### config.mk
export PLATFORM = sky130hd
export DESIGN_NAME = mux_serializer
export DESIGN_NICKNAME = d
export VERILOG_FILES = /design/src/rtl/mux_serializer.sv
export SDC_FILE = /design/constraint.sdc
export NUM_CORES = 1
export LEC_CHECK = 0
export CAP_MARGIN = 40
export CORE_MARGIN = 2
export CORE_UTILIZATION = 43
export DETAILED_ROUTE_END_ITERATION = 12
export PLACE_DENSITY = 0.79
export SYNTH_ARGS = -nofsm -noshare
export SYNTH_HDL_FRONTEND = slang
export SYNTH_SLANG_ARGS = --single-unit
### constraint.sdc
create_clock -name i_w_clk -period 1.9 [get_ports i_w_clk]
set_input_delay 0.19 -clock i_w_clk [delete_from_list [all_inputs] [get_ports i_w_clk]]
set_output_delay 0.19 -clock i_w_clk [all_outputs]
set_load 0.01 [all_outputs]
### src/rtl/mux_serializer.sv
// ---------------------------------------------------------------------------
// mux_serializer
//
// Parallel-in / serial-out stage that sits in front of an external `mux`.
// A 2**SEL_WIDTH-bit word is accepted over a valid/ready handshake, then
// emitted one bit per downstream transfer while a registered select counter
// walks every index. The running select is exported so an external `mux`
// instance can be driven in lock-step with the bit chosen internally.
//
// Parameters:
//   SEL_WIDTH        select width (legal 1..6); word width is 2**SEL_WIDTH
//
// Build option:
//   MUX_SERIALIZER_MSB_FIRST_EN  when defined, bits leave MSB first (select
//                                counts down from 2**SEL_WIDTH-1 to 0);
//                                otherwise LSB first (counts up from 0).
//
// Ports:
//   i_w_clk        in   clock, all state on the rising edge
//   i_w_rst_n      in   asynchronous reset, active-low
//   i_w_in         in   parallel word to serialize
//   i_w_in_valid   in   upstream word valid
//   o_w_in_ready   out  block can accept a word this cycle
//   o_w_sel        out  current select index (registered)
//   o_w_out        out  current serial bit = captured word[o_w_sel]
//   o_w_out_valid  out  o_w_out holds a valid bit
//   i_w_out_ready  in   downstream accepts the bit this cycle
//   o_w_last       out  current bit is the final bit of the word
//   o_w_busy       out  a word is held
// ---------------------------------------------------------------------------
module mux_serializer #(
  parameter int SEL_WIDTH = 3
) (
  input  logic                      i_w_clk,
  input  logic                      i_w_rst_n,
  input  logic [(1<<SEL_WIDTH)-1:0] i_w_in,
  input  logic                      i_w_in_valid,
  output logic                      o_w_in_ready,
  output logic [SEL_WIDTH-1:0]      o_w_sel,
  output logic                      o_w_out,
  output logic                      o_w_out_valid,
  input  logic                      i_w_out_ready,
  output logic                      o_w_last,
  output logic                      o_w_busy
);

  localparam int WIDTH = 1 << SEL_WIDTH;

  localparam logic [SEL_WIDTH-1:0] SEL_ZERO = '0;
  localparam logic [SEL_WIDTH-1:0] SEL_ONES = '1;
  localparam logic [SEL_WIDTH-1:0] SEL_STEP = SEL_WIDTH'(1);

`ifdef MUX_SERIALIZER_MSB_FIRST_EN
  localparam logic [SEL_WIDTH-1:0] SEL_FIRST = SEL_ONES;
  localparam logic [SEL_WIDTH-1:0] SEL_LAST  = SEL_ZERO;
`else
  localparam logic [SEL_WIDTH-1:0] SEL_FIRST = SEL_ZERO;
  localparam logic [SEL_WIDTH-1:0] SEL_LAST  = SEL_ONES;
`endif

  typedef enum logic {
    IDLE = 1'b0,
    SEND = 1'b1
  } state_t;

  state_t               state_q, state_d;
  logic [WIDTH-1:0]     word_q, word_d;
  logic [SEL_WIDTH-1:0] sel_q, sel_d;
  logic [SEL_WIDTH-1:0] sel_next;

  logic sending;
  logic at_last;
  logic bit_xfer;
  logic in_ready;
  logic word_load;

  // The counter only ever moves towards SEL_LAST and is reloaded before it
  // could wrap, so a plain add/subtract is enough.
`ifdef MUX_SERIALIZER_MSB_FIRST_EN
  assign sel_next = sel_q - SEL_STEP;
`else
  assign sel_next = sel_q + SEL_STEP;
`endif

  assign sending  = (state_q == SEND);
  assign at_last  = sending && (sel_q == SEL_LAST);
  assign bit_xfer = sending && i_w_out_ready;

  // Ready also opens while the final bit is leaving, so the next word can be
  // captured on the same edge and the output stream has no bubble. This is
  // a deliberate combinational path from i_w_out_ready.
  assign in_ready  = !sending || (at_last && i_w_out_ready);
  assign word_load = i_w_in_valid && in_ready;

  // State, captured word and select counter all reset asynchronously so a
  // word in flight is dropped immediately.
  always_ff @(posedge i_w_clk or negedge i_w_rst_n) begin
    if (!i_w_rst_n) begin
      state_q <= IDLE;
      word_q  <= '0;
      sel_q   <= SEL_ZERO;
    end else begin
      state_q <= state_d;
      word_q  <= word_d;
      sel_q   <= sel_d;
    end
  end

  // Next-state logic. A stalled SEND (no downstream ready) falls through the
  // defaults and keeps word and select frozen, so the offered bit never
  // changes or disappears until it is taken.
  always_comb begin
    state_d = state_q;
    word_d  = word_q;
    sel_d   = sel_q;
    unique case (state_q)
      IDLE: begin
        if (word_load) begin
          word_d  = i_w_in;
          sel_d   = SEL_FIRST;
          state_d = SEND;
        end
      end
      SEND: begin
        if (bit_xfer) begin
          if (!at_last) begin
            sel_d = sel_next;
          end else if (word_load) begin
            word_d = i_w_in;
            sel_d  = SEL_FIRST;
          end else begin
            sel_d   = SEL_FIRST;
            state_d = IDLE;
          end
        end
      end
      default: begin
        state_d = IDLE;
        sel_d   = SEL_ZERO;
      end
    endcase
  end

  // o_w_last is qualified by SEND because in the MSB-first build SEL_LAST is
  // zero, which is also the idle/reset select value.
  assign o_w_in_ready  = in_ready;
  assign o_w_sel       = sel_q;
  assign o_w_out       = word_q[sel_q];
  assign o_w_out_valid = sending;
  assign o_w_last      = at_last;
  assign o_w_busy      = sending;

endmodule

-- After elaboration in Yosys (flattened, before gate mapping)
Index checks and enable logic that the tools add are counted.
- add/sub/neg operators: 1
- magnitude comparators: 1
- eq/ne operators: 4
- mux-type cells: 14
- bitwise gates (word level): 1
- reductions and logical operators: 8
- operator list (kind ; number):
    8-bit two-way mux ; 3
    8-bit one-hot mux with 2 select lines ; 1
    3-bit two-way mux ; 3
    3-bit one-hot mux with 2 select lines ; 1
    1-bit logical AND ; 4
    3-bit by 4-bit < comparator with 1-bit output (second input constant) ; 1
    1-bit two-way mux ; 4
    2-bit by 1-bit != test with 1-bit output (second input constant) ; 2
    2-bit AND reduction ; 2
    3-bit by 1-bit adder with 3-bit output (second input constant) ; 1
    1-bit binary-select mux with 3-bit select ; 1
    3-bit equality test (second input constant) ; 1
    2-bit != test (second input constant) ; 1
    1-bit one-hot mux with 2 select lines ; 1
    1-bit logical NOT ; 1
    1-bit logical OR ; 1
    1-bit NOT ; 1
- flip-flop bits (word level): 12
- bits of input ports: 12
- output and inout bits: 8
- word-level logic and storage cells: 32

-- Depth between registers and ports, before layout
Gate-level depths: netlist of run 1.
- depth after elaboration: 9
- depth in mapped cells: 5
- mapped depth without buffers: 5

-- Least setup slack after synthesis of run 1
Ideal clock, no wire load.
- path kind: reg-to-reg
- from: reg sel_q[0] (netlist: o_w_sel[0])
- to: reg word_q[0]
- library setup time: 128 ps
- arrival: 1602 ps
- data required time: 1772 ps
- path slack: 170 ps
- stages on the path, launching flop included: 6
- buffers on the path: 0
- clock period less this slack: 1730 ps
- path through: dfrtp_1 > ha_1 > ha_1 > a21bo_2 > nand2_2 > mux2_1
- longest elaborated chain between the ends: 9
- elaborated cells on any way between the ends: 11
- classes of those cells: eq/ne (2); mux (4); reduce/logical (5)
- ends and longest elaborated chain (what ; RTL line ; RTL):
    start, declared ; 68 ; logic [SEL_WIDTH-1:0] sel_q, sel_d;
    start signal, assigned ; 105 ; sel_q <= sel_d;
    3-bit equality test (*) ; 86 ; assign at_last = sending && (sel_q == SEL_LAST);
    1-bit logical AND (*) ; 86 ;
    1-bit logical AND (*) ; 92 ; assign in_ready = !sending || (at_last && i_w_out_ready);
    1-bit logical OR (*) ; 92 ;
    via o_w_in_ready ; 38 ; output logic o_w_in_ready,
    1-bit logical AND (*) ; 93 ; assign word_load = i_w_in_valid && in_ready;
    8-bit two-way mux (*) ; -- ;
    8-bit two-way mux (2 in a row) ; -- ;
    8-bit one-hot mux with 2 select lines (*) ; -- ;
    end signal, assigned ; 104 ; word_q <= word_d;
    end, declared ; 67 ; logic [WIDTH-1:0] word_q, word_d;
The timed path passes the listed nets; every way through them passes the cells marked *. The select of a mux whose other input is x is not followed.
A chain may end at the register's enable or synchronous reset.

-- Final worst setup path of run 1
- from: reg sel_q[0] (netlist: o_w_sel[0])
- to: out o_w_out
- longest elaborated chain between the ends: 2
- ends and longest elaborated chain (what ; RTL line ; RTL):
    1-bit binary-select mux with 3-bit select ; 148 ; assign o_w_out = word_q[sel_q];
    1-bit two-way mux (implied by the code) ; 148 ;
    end, declared ; 40 ; output logic o_w_out,
Every way passes these cells. The select of a mux whose other input is x is not followed.

==> impl_metrics.tcl, run 1 <==
set metrics [dict create \
    cap_violations 0 \
    dr.pass1.iters 4 \
    final_area_um2 841 \
    p_sw_share_pct 30.2 \
    clk_latency_ps 270 \
    wire_per_inst_um 13.3 \
    clockBufferDepth 2 \
    yosys.area.top_type_share_pct 50.4 \
    skew_ps 2.67 \
    place_area_um2 805 \
    hold_class "input pin to async pin" \
    worstPathArrival_ps 1660 \
    antenna_found_initial 0 \
    r2r_setup_slack_ps 130 \
    dp_hpwl_um 796 \
    grt_pass1_vias 383 \
    p_leak_uw 0.000376 \
    end_kind "primary output" \
    post_route_cells_drive_above_1_share_pct 21.2 \
    netlist_area_um2 596 \
    place_ws_ps 27.5 \
    cp_slowest_stage_delay_ps 480 \
    grt_max_degree 13 \
    crit_required_ps 1710 \
    synth_edf_count 0 \
    period_minus_slack_ps 1850 \
    grtUsageMet3_pct 7.07 \
    synthTopCellsByArea "dfrtp_1, mux2_1, mux4_1" \
    grt_overflow 0 \
    io_pins 20 \
    p_seq_share_pct 39.4 \
    core_um2 1300 \
    ys.flop_type "dfrtp_1" \
    synthCells 42 \
    period_share_pct 97.6 \
    use_met2_pct 25.0 \
    ys_types 18 \
    yosysMostFrequentCell "dfrtp_1" \
    async_reset_ff_share_pct 100 \
    slew_headroom_pct 64.2 \
    hold_buffers 0 \
    area_delta_synth_final_pct 41.2 \
    start_kind "register" \
    power.total_uw 1170 \
    worstSetupPathType "register to primary output" \
    yosys_warnings 0 \
    remaining_drc_errors 0 \
    cts_buffers 3 \
    combPwrFrac_pct 43.1 \
    fmax_mhz 539 \
    routed_wl_mm 1.07 \
    ant_nets 0 \
    status "finished, final reports clean" \
    track_usage_pct 16.3 \
    crit_start "o_w_sel[0]" \
    seq_area_frac_synth_pct 50.4 \
    maxSlewViolCount 0 \
    reg2reg_depth 6 \
    internal_power_uw 818 \
    peakVddDrop_mv 0.781 \
    final_util_pct 64.6 \
    initial_core_util_pct 45.8 \
    crit_slowest_cell "mux4_2" \
    fin_tns_setup_ps 0 \
    avgSynthCellArea_um2 14.2 \
    viasPerCell 5.47 \
    via_count 443 \
    clk_pin_slew_ps 80 \
    die_w_um 41.2 \
    rr_startpoint "o_w_sel[0]" \
    h-tree-depth 1 \
    globalplace.congestion 0.683 \
    top_usage_layer "met2" \
    pwr-share-clk_pct 17.5 \
    numClockSinks 12 \
    ys_top_cells_by_count "dfrtp_1, mux2_1, o21ai_0" \
    fin_ws_ps 45.3 \
    r2r-end "word_q[3]" \
    port_buffers 19 \
    diodes 0 \
    cts_tree "yes" \
    nets 81 \
    ys_ff_latch 12 \
    drt-initial-drc-count 2 \
    hold_viol 0 \
    crit_chain "buf_4, mux4_2, mux2_2, clkbuf_2" \
    grt_pass1_wl_mm 1.64 \
    dieArea_um2 1700 \
    grt_util_met1_pct 17.5 \
    setup_viol_count_final 0 \
    power_density_nw_per_um2 1400 \
    dieHeight_um 41.2 \
    synth.largest_area_cell "dfrtp_1" \
    net-switching-power_uw 355 \
    synth_nets 56 \
    clockRootBuffer "clkbuf_4" \
    path_max_fanout 3 \
    tightest_slew_ps 536 \
    num_rows 13 \
]
worst max-delay path, delay by kind of cell (launching register included):
| kind | cells | cell delay, ps |
|---|---|---|
| multiplexers | 2 | 750 |
| flip-flops | 1 | 390 |
| buffers and inverters | 2 | 250 |
cell type report:
class	instances	area [um2]
repair buffers	21	194
multi-input cells	28	288
flip-flops and latches	12	300
fillers	125	460
clock buffers	4	36.3
inverters	1	3.75
well taps	15	18.8
per-stage QoR:
stage | cells | hold slack, ps
2_1_floorplan | 42 | -106
3_3_place_gp | 76 | 470
3_5_place_dp | 76 | 478
4_1_cts | 80 | 274
5_1_grt | 81 | 290
6_report | 81 | 261
layer usage:
layer  share of wire (%)  up-vias
met1                  41      210
met3                 8.4        2
met2                  50       24
li1                    -      207
met4                0.56        0
met5                   0        -
worst max-delay path by stage:
| stage | slack, ps | endpoint |
|---|---|---|
| after global placement | 40 | o_w_out |
| final | 50 | o_w_out |
| after detailed placement | 30 | word_q[3] |
| after CTS | -80 | o_w_out |
| after floorplan | 170 | word_q[0] |
| after global routing | -10 | o_w_out |
power groups by stage:
stage / Combinational (uW) / Sequential, uW / Clock, uW
after global placement: 506 / 461 / 0
after global routing: 559 / 481 / 217
final: 506 / 462 / 205
after detailed placement: 518 / 466 / 0
after CTS: 501 / 461 / 209
after floorplan: 283 / 459 / 0
sequential cells by signal, indices dropped and copies added (netlist names):
name,cells
word_q,8
o_w_sel,3
o_w_busy,1
layout by cell type, fill, tap and decap left out:
| cell | n |
|---|---|
| clkbuf_4 | 3 |
| nand2b_1 | 1 |
| nor2b_1 | 1 |
| buf_4 | 2 |
| ha_1 | 1 |
| inv_1 | 1 |
| and2_1 | 1 |
| a22o_1 | 2 |
| mux2_2 | 2 |
| dlygate4sd2_1 | 1 |
| clkdlybuf4s50_1 | 16 |
| nand2_4 | 1 |
| nand3b_1 | 1 |
| dfrtp_1 | 12 |
| or2b_1 | 1 |
| mux2_1 | 8 |
| ha_2 | 1 |
| clkbuf_8 | 1 |
| mux4_2 | 1 |
| o21ai_0 | 3 |
| clkbuf_2 | 2 |
| a21bo_2 | 1 |
| nor3b_1 | 1 |
| mux4_1 | 1 |
| nor2_1 | 1 |
what timing repair did:
item | CTS | global route
setup endpoints to repair | 3 | 7
gates resized for setup | 5 | 5
setup buffers | 0 | 1
cell families after synthesis:
logic type / Yosys count / synth area share (%)
mux: 12 / 27.7
compound gates: 6 / 7.14
buf+inv: 2 / 1.89
flops: 12 / 50.4
fa+ha+maj: 2 / 4.20
simple gates: 8 / 8.62
(Power assumes the default switching activity.)
==> run 2: changes to the inputs <==
Settings changed: SKIP_CTS_REPAIR_TIMING set to 1.
==> impl_metrics.tcl, run 2 (synthesis results as in run 1) <==
set metrics [dict create \
    status "finished, final reports clean" \
    instances_no_fill 80 \
    grt_pass1_vias 380 \
    maxSlewViolCount 0 \
    numClockSinks 12 \
    path_max_fanout 3 \
    drt-initial-drc-count 1 \
    post_route_cells_drive_above_1_share_pct 15.4 \
    dr.pass1.iters 2 \
    largest_reg_flops 8 \
    r2r-end "word_q[3]" \
    dieArea_um2 1700 \
    final_cell_mix "clkdlybuf4s50_1, dfrtp_1, mux2_1" \
    num_rows 13 \
    area_delta_synth_final_pct 43.7 \
    internal_power_uw 826 \
    grt_overflow 0 \
    clk_pin_slew_ps 80 \
    r2r_setup_slack_ps 150 \
    antenna_found_initial 0 \
    hold_slack_ps 267 \
    worstPathArrival_ps 1650 \
    globalplace.congestion 0.683 \
    layout_commonest_cell "clkdlybuf4s50_1" \
    net-switching-power_uw 338 \
    start_kind "register" \
    worstSetupPathType "register to primary output" \
    period_minus_slack_ps 1840 \
    rr_startpoint "o_w_sel[0]" \
    skew_ps 1.98 \
    p_seq_share_pct 39.2 \
    reg2reg_depth 6 \
    h-tree-depth 1 \
    clockBufferDepth 2 \
    final_util_pct 65.8 \
    power.total_uw 1160 \
    viasPerCell 5.19 \
    rsz0062_at_grt "true" \
    track_usage_pct 16.2 \
    clk_latency_ps 270 \
    remaining_drc_errors 0 \
    wire_per_inst_um 12.8 \
    port_buffers 19 \
    clockRootBuffer "clkbuf_4" \
    nets 80 \
    cts_buffers 3 \
    period_share_pct 96.9 \
    hold_viol 0 \
    top_register "word_q" \
    slew_headroom_pct 64.0 \
    cap_violations 0 \
    pwr-share-clk_pct 17.3 \
    grt_pass1_wl_mm 1.62 \
    setup_viol_count_final 0 \
    ant_nets 0 \
    p_leak_uw 0.000416 \
    dp_hpwl_um 796 \
    routed_wl_mm 1.02 \
    fill_cells 120 \
    dieHeight_um 41.2 \
    crit_required_ps 1710 \
    core_um2 1300 \
    grt_max_degree 13 \
    power_density_nw_per_um2 1360 \
    initial_core_util_pct 45.8 \
    end_kind "primary output" \
    via_count 415 \
    diodes 0 \
    fmax_mhz 543 \
    hold_class "input pin to async pin" \
    cts_tree "yes" \
    p_sw_share_pct 29.0 \
    tightest_slew_ps 538 \
    peakVddDrop_mv 0.780 \
    die_w_um 41.2 \
    dp.cells 76 \
    combPwrFrac_pct 43.6 \
    io_pins 20 \
]
run 2: metal layers:
layer	share of wire (%)	track usage [%]	vias up
li1	-	-	203
met1	45	17.5	198
met2	49	24.6	14
met3	6.2	7.07	0
met4	0	12.1	0
met5	0	0	-
run 2: per-stage QoR:
stage          cell area (um2)  setup slack [ps]  setup TNS (ps)
3_3_place_gp               805              40.9               0
4_1_cts                    841              -276            -711
5_1_grt                    856             -9.19           -9.19
3_5_place_dp               805              27.5               0
2_1_floorplan              596               170               0
6_report                   856              59.4               0
run 2: how the worst max path moves through the flow:
| stage | cells past startpoint | end | start |
|---|---|---|---|
| 2_1_floorplan | 5 | word_q[0] | o_w_sel[0] |
| 3_3_place_gp | 3 | o_w_out | o_w_sel[0] |
| 3_5_place_dp | 6 | word_q[3] | o_w_sel[0] |
| 4_1_cts | 3 | o_w_out | o_w_sel[0] |
| 5_1_grt | 3 | o_w_out | o_w_sel[0] |
| 6_report | 3 | o_w_out | o_w_sel[0] |
run 2: layout make-up:
cell class | count | area [um2] | area share, %
clock buffer | 4 | 36.3 | 4.24
inverter | 1 | 3.75 | 0.439
multi-input combinational | 28 | 292 | 34.1
sequential | 12 | 300 | 35.1
tap | 15 | 18.8 | 2.19
timing repair buffer | 20 | 205 | 24.0
run 2: power groups by stage:
| stage | sequential [uW] | clock [uW] | combinational [uW] |
|---|---|---|---|
| after floorplan | 459 | 0 | 283 |
| after global placement | 461 | 0 | 506 |
| after detailed placement | 466 | 0 | 518 |
| after CTS | 460 | 209 | 522 |
| after global routing | 479 | 216 | 560 |
| final | 456 | 201 | 507 |
run 2: worst max-delay path, stage by stage, from the launching register on:
cell            delay [ps]
dfrtp_1                400
mux4_1                 550
mux2_2                 270
dlymetal6s2s_1         170
